==> config.mk <==
export PLATFORM = sky130hd
export DESIGN_NAME = uart_display_feeder
export DESIGN_NICKNAME = d
export VERILOG_FILES = /design/src/rtl/display_pkg.sv /design/src/rtl/refresh_tick_gen.sv /design/src/rtl/uart_display_feeder.sv
export SDC_FILE = /design/constraint.sdc
export NUM_CORES = 1
export LEC_CHECK = 0
export ABC_CLOCK_PERIOD_IN_PS = 3900
export CORE_UTILIZATION = 50
export DETAILED_ROUTE_END_ITERATION = 16
export DONT_BUFFER_PORTS = 1
export SYNTH_ARGS = -nofsm -noshare
export SYNTH_HDL_FRONTEND = slang
export SYNTH_HIERARCHICAL = 1
export SYNTH_SLANG_ARGS = --single-unit
==> constraint.sdc <==
create_clock -name system_clock -period 3.9 [get_ports system_clock]
set_input_delay 0.195 -clock system_clock [delete_from_list [all_inputs] [get_ports system_clock]]
set_output_delay 0.195 -clock system_clock [all_outputs]
set_load 0.01 [all_outputs]
==> src/rtl/display_pkg.sv <==
// Shared types and constants for the UART display feeder and its helpers.
package display_pkg;

  // What the display word shows: the raw byte history, or the count plus the last two bytes
  typedef enum logic {
    MODE_HISTORY = 1'b0,
    MODE_COUNT   = 1'b1
  } disp_mode_t;

  localparam int DISP_W              = 32;
  localparam int DEFAULT_REFRESH_DIV = 100000;

endpackage

==> src/rtl/refresh_tick_gen.sv <==
// Free-running prescaler that emits a one-cycle strobe every REFRESH_DIV clocks.
// The strobe is high while the phase counter sits at its last value, so the
// first strobe appears REFRESH_DIV cycles after reset release.
module refresh_tick_gen #(
  parameter int REFRESH_DIV = 100000
) (
  input  logic system_clock,
  input  logic cpu_rst_n,
  output logic tick
);

  localparam int CW = (REFRESH_DIV > 1) ? $clog2(REFRESH_DIV) : 1;
  localparam logic [CW-1:0] LAST = CW'(REFRESH_DIV - 1);

  logic [CW-1:0] div_cnt;

  // Phase counter: 0..REFRESH_DIV-1, then back to 0
  always_ff @(posedge system_clock or negedge cpu_rst_n) begin
    if (!cpu_rst_n) begin
      div_cnt <= '0;
    end else if (div_cnt == LAST) begin
      div_cnt <= '0;
    end else begin
      div_cnt <= div_cnt + CW'(1);
    end
  end

  assign tick = (div_cnt == LAST);

endmodule

==> src/rtl/uart_display_feeder.sv <==
// Snoops the UART TX handshake, keeps the last four bytes and a sent-byte
// count, and feeds a registered 32-bit word plus a refresh strobe to the
// seven-segment controller.
module uart_display_feeder
  import display_pkg::*;
#(
  parameter int REFRESH_DIV = DEFAULT_REFRESH_DIV,
  parameter int CNT_W       = 16
) (
  input  logic       system_clock,
  input  logic       cpu_rst_n,
  input  logic       tx_valid,
  input  logic       tx_ready,
  input  logic [7:0] tx_data,
  input  logic       mode,
  input  logic       freeze,
  input  logic       clear,
  output logic [7:0] seg87,
  output logic [7:0] seg65,
  output logic [7:0] seg43,
  output logic [7:0] seg21,
  output logic       clock_enable,
  output logic       cnt_wrap
);

  logic [DISP_W-1:0] hist;
  logic [CNT_W-1:0]  byte_cnt;
  logic [DISP_W-1:0] word;
  logic [DISP_W-1:0] disp;
  logic              acc;
  disp_mode_t        disp_mode;

  refresh_tick_gen #(
    .REFRESH_DIV (REFRESH_DIV)
  ) u_tick (
    .system_clock (system_clock),
    .cpu_rst_n    (cpu_rst_n),
    .tick         (clock_enable)
  );

  // A byte is taken only on the handshake cycle; clear suppresses it entirely
  assign acc       = tx_valid && tx_ready && !clear;
  assign disp_mode = disp_mode_t'(mode);

  // History shift register, sent-byte counter and sticky wrap flag
  always_ff @(posedge system_clock or negedge cpu_rst_n) begin
    if (!cpu_rst_n) begin
      hist     <= '0;
      byte_cnt <= '0;
      cnt_wrap <= 1'b0;
    end else if (clear) begin
      hist     <= '0;
      byte_cnt <= '0;
      cnt_wrap <= 1'b0;
    end else if (acc) begin
      hist     <= {hist[DISP_W-9:0], tx_data};
      byte_cnt <= byte_cnt + CNT_W'(1);
      if (byte_cnt == '1) begin
        cnt_wrap <= 1'b1;
      end
    end
  end

  // Select what the display should show from the current state
  always_comb begin
    word = hist;
    if (disp_mode == MODE_COUNT) begin
      word = {byte_cnt, hist[15:0]};
    end
  end

  // Display register: follows the composed word unless frozen
  always_ff @(posedge system_clock or negedge cpu_rst_n) begin
    if (!cpu_rst_n) begin
      disp <= '0;
    end else if (!freeze) begin
      disp <= word;
    end
  end

  assign seg87 = disp[31:24];
  assign seg65 = disp[23:16];
  assign seg43 = disp[15:8];
  assign seg21 = disp[7:0];

endmodule
Yosys cells after proc, flatten, opt, wreduce, memory -nomap -nowiden
Index checks and enable logic that the tools add are counted.

$add $sub $neg: 2. Reductions and logical operators: 6. Eq/ne operators: 2. Multiplexer cells: 9.

Operators by type and width (number): $mux 32 (3); $mux 16 (2); $add 17x1->17 const B (1); $eq 17x17->1 const B (1); $mux 17 (1); $add 16x1->16 const B (1); $eq 16x16->1 const B (1); $reduce_bool 2->1 (2); $mux 1 (3); $logic_and 1x1->1 (2); $reduce_and 2->1 (1); $logic_not 1->1 (1).

Register bits: 98. Input port bits: 15. Logic and storage cells: 24. Output and inout port bits: 34.

Logic depth before layout (Yosys ltp)
Gate-level depths: netlist (run 1).

Depth after elaboration: 4. Gate-level depth with buffers: 5.

By module
Netlist (run 1), hierarchy kept.

By module, submodules not included: uart_display_feeder (seq. area each 2026.9 µm², area each 3440.8 µm², instances 1, cells an instance 329); refresh_tick_gen (seq. area each 425.4 µm², area each 793.3 µm², instances 1, cells an instance 74).

Worst setup path after synthesis (run 1)
OpenSTA, ideal clock, no wires.

Kind: register -> register. Start point: reg u_tick.div_cnt[11]. End point: reg u_tick.div_cnt[10]. Path buffers: 0. Slack: 1935 ps. Period minus slack after synthesis: 1965 ps. Arrival time: 1822 ps. Stages on the path, launching flop included: 5. Data required time: 3757 ps. Cell sequence: dfrtp_1 or4_1 or4_4 nor4_4 nor2_1.

Word-level cells in the longest chain between the ends: 2.

Ends and longest elaborated chain: start, declared (line refresh_tick_gen.sv:15) `logic [CW-1:0] div_cnt;`; start signal, assigned (line refresh_tick_gen.sv:24) `div_cnt <= div_cnt + CW'(1);`; $eq 17x17->1; named net clock_enable (line uart_display_feeder.sv:22) `output logic clock_enable,`; $mux 17 (line refresh_tick_gen.sv:21) `end else if (div_cnt == LAST) begin`.

The timed path passes the listed nets, and every way through them passes these cells. A chain may end at the register's enable or synchronous reset.

Final worst setup path (run 1)
Start point: reg u_tick.div_cnt[11]. End point: out clock_enable.

Word-level cells in the longest chain between the ends: 1.

Ends and longest elaborated chain: $eq 17x17->1 (line refresh_tick_gen.sv:28) `assign tick = (div_cnt == LAST);`; end, declared (line uart_display_feeder.sv:22).

No other way between the ends.

==> reports/summary.txt, run 1 <==
First-pass GRT wire length -> 13500 um
Row count -> 33
Finished Core Util -> 0.566
Worst Hold Margin -> 0.0385 ns
Tot GR Track Use -> 0.204
Most common cell after layout, fill and taps aside -> dfrtp_1
Post-layout instance area -> 0.00465 mm2
Core area -> 0.00822 mm2
Avg Synthesized Cell Area -> 10.5 um2
Post-Route WL -> 8040 um
Mapped cell area -> 0.00423 mm2
Worst Path Required -> 3.70 ns
Drt drc -> 0
Largest family of logic cells by synthesized area -> simple AND/OR/NAND/NOR gates
Crit path max-delay family -> simple AND/OR/NAND/NOR gates
Final Hold Fails -> 0
Ys Warns -> 6
Total die area -> 0.00884 mm2
Ys flop type -> dfrtp_1
Min cycle time layout -> 2.48 ns
CTS tree -> yes
HPWL after DPL -> 5000 um
CTS sink cnt -> 98
DP Area -> 0.00430 mm2
Clock skew -> 0.0129 ns
Fraction of layout cells with a size suffix above 1 -> 0.119
Crit. End Element -> output port
Slew Viols, Final -> 0
CP max stage cell -> or4_1
Power Density -> 380 mW/mm2
Max-cap viol count -> 0
Global route total overflow -> 0
Min-delay worst type -> in2reg
CP Class -> reg2out
Routed via count -> 2792
CTS H-tree depth -> 3
Die height -> 94.0 um
Cell Chain, Critical Path -> or4_1 > or4_4 > nor4_4
WP buf/inv -> 0
CP arrival -> 2.28 ns
Hold path startpoint -> mode
CP Max Fanout -> 10
Sum Neg Setup Slack -> 0 ns
Port Buffers -> 0
Number of global-route vias before repair -> 2723
Syn_nets -> 420
Antenna violations before repair -> 0
Layout area overhead -> 9.78%
Total power -> 1770 uW
Peak VDD IR -> 180 uV
FF-to-FF Start -> u_tick/div_cnt[11]$_DFF_PN0_
Start point of the critical path -> u_tick/div_cnt[11]$_DFF_PN0_
Gate Count Post-Synth -> 403
Clock transition at the registers of the reported paths -> 0.10 ns
Largest net degree at the start of global routing -> 99
DR WL/cell -> 15.5 um
Clk buf depth -> 2
Crit path launch type -> flop
Highest-count cells in the layout ignoring fill and taps -> 98 x dfrtp_1, 96 x nand2_1, 36 x a21oi_1
Library cells used by synthesis -> 35
Adder-cell share of the synthesized area -> 0.00591
EDFF count, synth -> 0
Compound-Gate Fraction of Synth Area -> 0.0680
Root buffer cell -> clkbuf_8
Initial Util -> 0.515
Simple-gate share of the synthesized area -> 0.188
Seq/Total Area, Yosys -> 0.579
GPL Wtd Cong -> 0.789
CTS buffer count -> 9
Synth Area in XOR/XNOR -> 0.0538
Worst stage delay on the critical path -> 0.53 ns
Synth Register Bits -> 98
DRT Pass-1 Iters -> 4
RSZ-0062 raised after global routing -> no
Ys async rst share -> 1.00
Maximum clock frequency -> 404 MHz
Via/cell ratio -> 5.39
Ports -> 49
Worst-margin pin slew -> 0.658 ns
Worst-skew pair later-pin latency -> 0.37 ns
Setup-failing EPs final -> 0
Status -> finished, final reports clean
Slew margin rel. -> 0.558
Die boundary width -> 94.0 um
# fillers -> 746
Post-CTS sizing -> 0
N_diodes -> 0
Post-route clock period utilization -> 0.635
Antenna viol nets, final -> 0
Lkg Pwr -> 0.00201 uW
Multiplexer share of the synthesized area -> 0.0830
Final net count -> 425
Initial drt markers -> 149
routing by layer:
layer / track usage / up-vias / routed length, um
li1: - / 1380 / -
met1: 0.280 / 1348 / 3840
met2: 0.314 / 50 / 3770
met3: 0.0421 / 14 / 293
met4: 0.0859 / 0 / 145
met5: 0 / - / 0
cell usage after synthesis (2+ instances only):
| cell | instances | share of area |
|---|---|---|
| a21oi_1 | 36 | 0.043 |
| and4_1 | 2 | 0.0041 |
| buf_2 | 7 | 0.0083 |
| clkbuf_1 | 12 | 0.011 |
| dfrtp_1 | 98 | 0.58 |
| ha_1 | 2 | 0.0059 |
| inv_1 | 3 | 0.0027 |
| mux2_2 | 16 | 0.043 |
| mux2i_1 | 16 | 0.038 |
| nand2_1 | 96 | 0.085 |
| nand3_1 | 8 | 0.0095 |
| nand4_1 | 6 | 0.0089 |
| nor2_1 | 25 | 0.022 |
| nor2_2 | 2 | 0.0030 |
| nor2b_1 | 2 | 0.0030 |
| nor3_1 | 7 | 0.0083 |
| nor4_2 | 5 | 0.015 |
| o21ai_0 | 17 | 0.020 |
| or3_1 | 2 | 0.0030 |
| or4_1 | 2 | 0.0035 |
| xnor2_1 | 19 | 0.039 |
| xor2_1 | 7 | 0.014 |
sequential cells by signal (all words and copies together) (netlist names):
signal	flops
disp	32
hist	32
u_tick/div_cnt	17
cnt_wrap	1
byte_cnt	16
area by class of cell:
class	count	area, um2	share of cell area
clock buffer	10	138	0.0296
clock inverter	6	56.3	0.0121
inverter	3	11.3	0.00242
multi-input combinational	282	1690	0.363
sequential	98	2450	0.528
tap	105	131	0.0283
timing repair buffer	14	173	0.0371
kinds of logic after synthesis:
logic type / count (synthesis)
multiplexers: 33
XOR/XNOR: 26
buffers and inverters: 23
flip-flops: 98
AND/OR/NAND/NOR: 165
AO/OA/AOI/OAI: 56
adder cells (fa/ha/maj): 2
report_power, final:
group	total (uW)	switching [uW]	internal, uW	leakage, uW
sequential	1040	14.4	1030	0.00135
combinational	86.1	54.8	31.3	0.000569
clock	637	373	264	0.0000973
path summary, 6_finish.rpt:
kind | slack (ns) | end | depth (start not counted)
max in group asynchronous | 3.10 | u_tick/div_cnt[4]$_DFF_PN0_ | 2
worst max register to register | 1.73 | u_tick/div_cnt[9]$_DFF_PN0_ | 4
worst min register to register | 0.49 | u_tick/div_cnt[0]$_DFF_PN0_ | 1
worst min-delay path | 0.04 | disp[23]$_DFFE_PN0N_ | 2
min in group asynchronous | 0.41 | hist[23]$_DFFE_PN0P_ | 2
worst max-delay path | 1.42 | clock_enable | 3
through the flow:
step / setup WS, ns / cells
2_1_floorplan: 1.94 / 403
3_3_place_gp: 1.76 / 490
3_5_place_dp: 1.72 / 490
4_1_cts: 1.38 / 518
5_1_grt: 1.30 / 518
6_report: 1.42 / 518
what timing repair did:
action                    CTS  global route
hold buffers               12             0
hold endpoints to repair  177             0
buffers inserted            0             0
No activity file was read; power rests on OpenSTA's default activity.
==> run 2: changes to the inputs <==
ABC_CLOCK_PERIOD_IN_PS = 2500   (was 3900)
clock period = 2.5 ns   (was 3.9 ns; I/O delays follow)
==> run 2 against run 1 <==
  * Clock skew fell by 0.0028 ns
  * Sequential power rose by 57%
  * Worst setup slack got worse by 1.3 ns
  * First-iteration DRC count fell by 5.4%
  * Largest cell class unchanged
  * Final area rose by 2.3%
  * Cell count rose by 0.58%
  * Routed wire length rose by 5.0%
  * Clock-buffer cell count rose by 1
  * Sequential share of layout area fell by 1.2 points
  * Via count barely moved
==> reports/summary.txt, run 2 (same netlist as run 1, synthesis figures left out) <==
Crit. End Element -> output port
Routed via count -> 2793
DR WL/cell -> 16.2 um
# fillers -> 749
Ports -> 49
CP arrival -> 2.26 ns
Worst Hold Margin -> 0.00623 ns
Peak VDD IR -> 337 uV
Antenna violations before repair -> 0
Maximum clock frequency -> 420 MHz
Non-filler cells, final -> 521
Via/cell ratio -> 5.36
CTS H-tree depth -> 3
Clk buf depth -> 2
Root buffer cell -> clkbuf_8
Initial drt markers -> 141
CP Class -> reg2out
Most common cell after layout, fill and taps aside -> dfrtp_1
DRT Pass-1 Iters -> 4
Final net count -> 428
Power Density -> 652 mW/mm2
Post-CTS Setup Bufs -> 0
Multi-input gate area -> 0.00170 mm2
Seq. cell area -> 0.00245 mm2
Slew Viols, Final -> 0
Leading registers by flop count -> disp x32, hist x32, u_tick/div_cnt x17
CTS buffer count -> 9
Worst-margin pin slew -> 0.762 ns
First-pass GRT wire length -> 14100 um
Sum Neg Setup Slack -> 0 ns
Crit path launch type -> flop
Worst-skew pair later-pin latency -> 0.36 ns
Antenna viol nets, final -> 0
CP Max Fanout -> 6
Status -> finished, final reports clean
Post-Route WL -> 8450 um
Min-delay worst type -> in2reg
Layout area overhead -> 12.3%
Drt drc -> 0
GPL Wtd Cong -> 0.775
Post-route clock period utilization -> 0.953
Tot GR Track Use -> 0.210
Max-cap viol count -> 0
Slew margin rel. -> 0.492
Clock skew -> 0.0101 ns
Die height -> 94.0 um
Initial Util -> 0.515
Clock transition at the registers of the reported paths -> 0.09 ns
Largest net degree at the start of global routing -> 99
CTS tree -> yes
Die boundary width -> 94.0 um
CP max stage cell -> or4_1
Lkg Pwr -> 0.00206 uW
Cell Chain, Critical Path -> or4_1 > or4_4 > nor4_4
Worst stage delay on the critical path -> 0.55 ns
Final Hold Fails -> 0
Setup-failing EPs final -> 0
Global route total overflow -> 0
Number of global-route vias before repair -> 2757
Fraction of layout cells with a size suffix above 1 -> 0.118
Min cycle time layout -> 2.38 ns
HPWL after DPL -> 5030 um
Total die area -> 0.00884 mm2
Port Buffers -> 0
Row count -> 33
Worst Path Required -> 2.38 ns
Total power -> 3100 uW
N_diodes -> 0
CTS sink cnt -> 98
Highest-count cells in the layout ignoring fill and taps -> 98 x dfrtp_1, 96 x nand2_1, 36 x a21oi_1
Inst Count DP -> 490
RSZ-0062 raised after global routing -> no
Core area -> 0.00822 mm2
run 2: changes by cell type in the layout (fill, tap and decap cells not counted), sizes merged:
| cell | change |
|---|---|
| inv | -4 |
| clkbuf | +1 |
| nor4 | +1 |
| clkinvlp | -1 |
| dlygate4sd3 | +2 |
| bufinv | +4 |
run 2: final timing paths:
| check | end | startpoint | slack (ns) | cells after the start |
|---|---|---|---|---|
| setup / recovery | clock_enable | u_tick/div_cnt[11]$_DFF_PN0_ | 0.12 | 3 |
| hold / removal | disp[30]$_DFFE_PN0N_ | mode | 0.006 | 2 |
| setup reg to reg | u_tick/div_cnt[5]$_DFF_PN0_ | u_tick/div_cnt[11]$_DFF_PN0_ | 0.26 | 4 |
| hold reg to reg | u_tick/div_cnt[0]$_DFF_PN0_ | u_tick/div_cnt[0]$_DFF_PN0_ | 0.49 | 1 |
| max in group asynchronous | hist[19]$_DFFE_PN0P_ | cpu_rst_n | 1.77 | 2 |
| min in group asynchronous | disp[20]$_DFFE_PN0N_ | cpu_rst_n | 0.34 | 2 |
run 2: repair_timing:
action                                  in CTS  in global routing
hold buffers                                14                  0
resized for setup                            0                  0
endpoints found under the setup margin       0                  1
hold endpoints to repair                   178                  0
run 2: routing by layer:
layer,track usage,part of all wire
met1,0.300,0.48
met2,0.319,0.47
met3,0.0437,0.039
met4,0.0654,0.011
met5,0,0
run 2: through the flow:
step | instance area (um2) | worst slack [ns] | utilization
floorplan | 4230 | 0.535 | -
global placement | 4300 | 0.371 | 0.523
detailed placement | 4300 | 0.307 | 0.523
CTS | 4740 | 0.0621 | 0.577
global route | 4750 | 0.00590 | 0.578
finish | 4750 | 0.118 | 0.578
run 2: layout make-up:
cell class                 count  share of cell area
sequential                    98               0.516
tap                          105              0.0276
clock inverter                 5              0.0263
inverter                       3             0.00237
timing repair buffer          16              0.0405
clock buffer                  11              0.0297
multi-input combinational    283               0.357
run 2: power by group:
group          internal (uW)  leakage, uW  switching [uW]  total [uW]
clock network            792     0.000134             536        1330
logic                   50.1     0.000580            90.4         141
registers               1610      0.00135            23.1        1630
total                   2450      0.00206             649        3100
run 2: critical path: cells and delay by family (launching register included):
| kind | cells | cell delay (ns) |
|---|---|---|
| AND/OR/NAND/NOR | 3 | 1.46 |
| flip-flops | 1 | 0.44 |
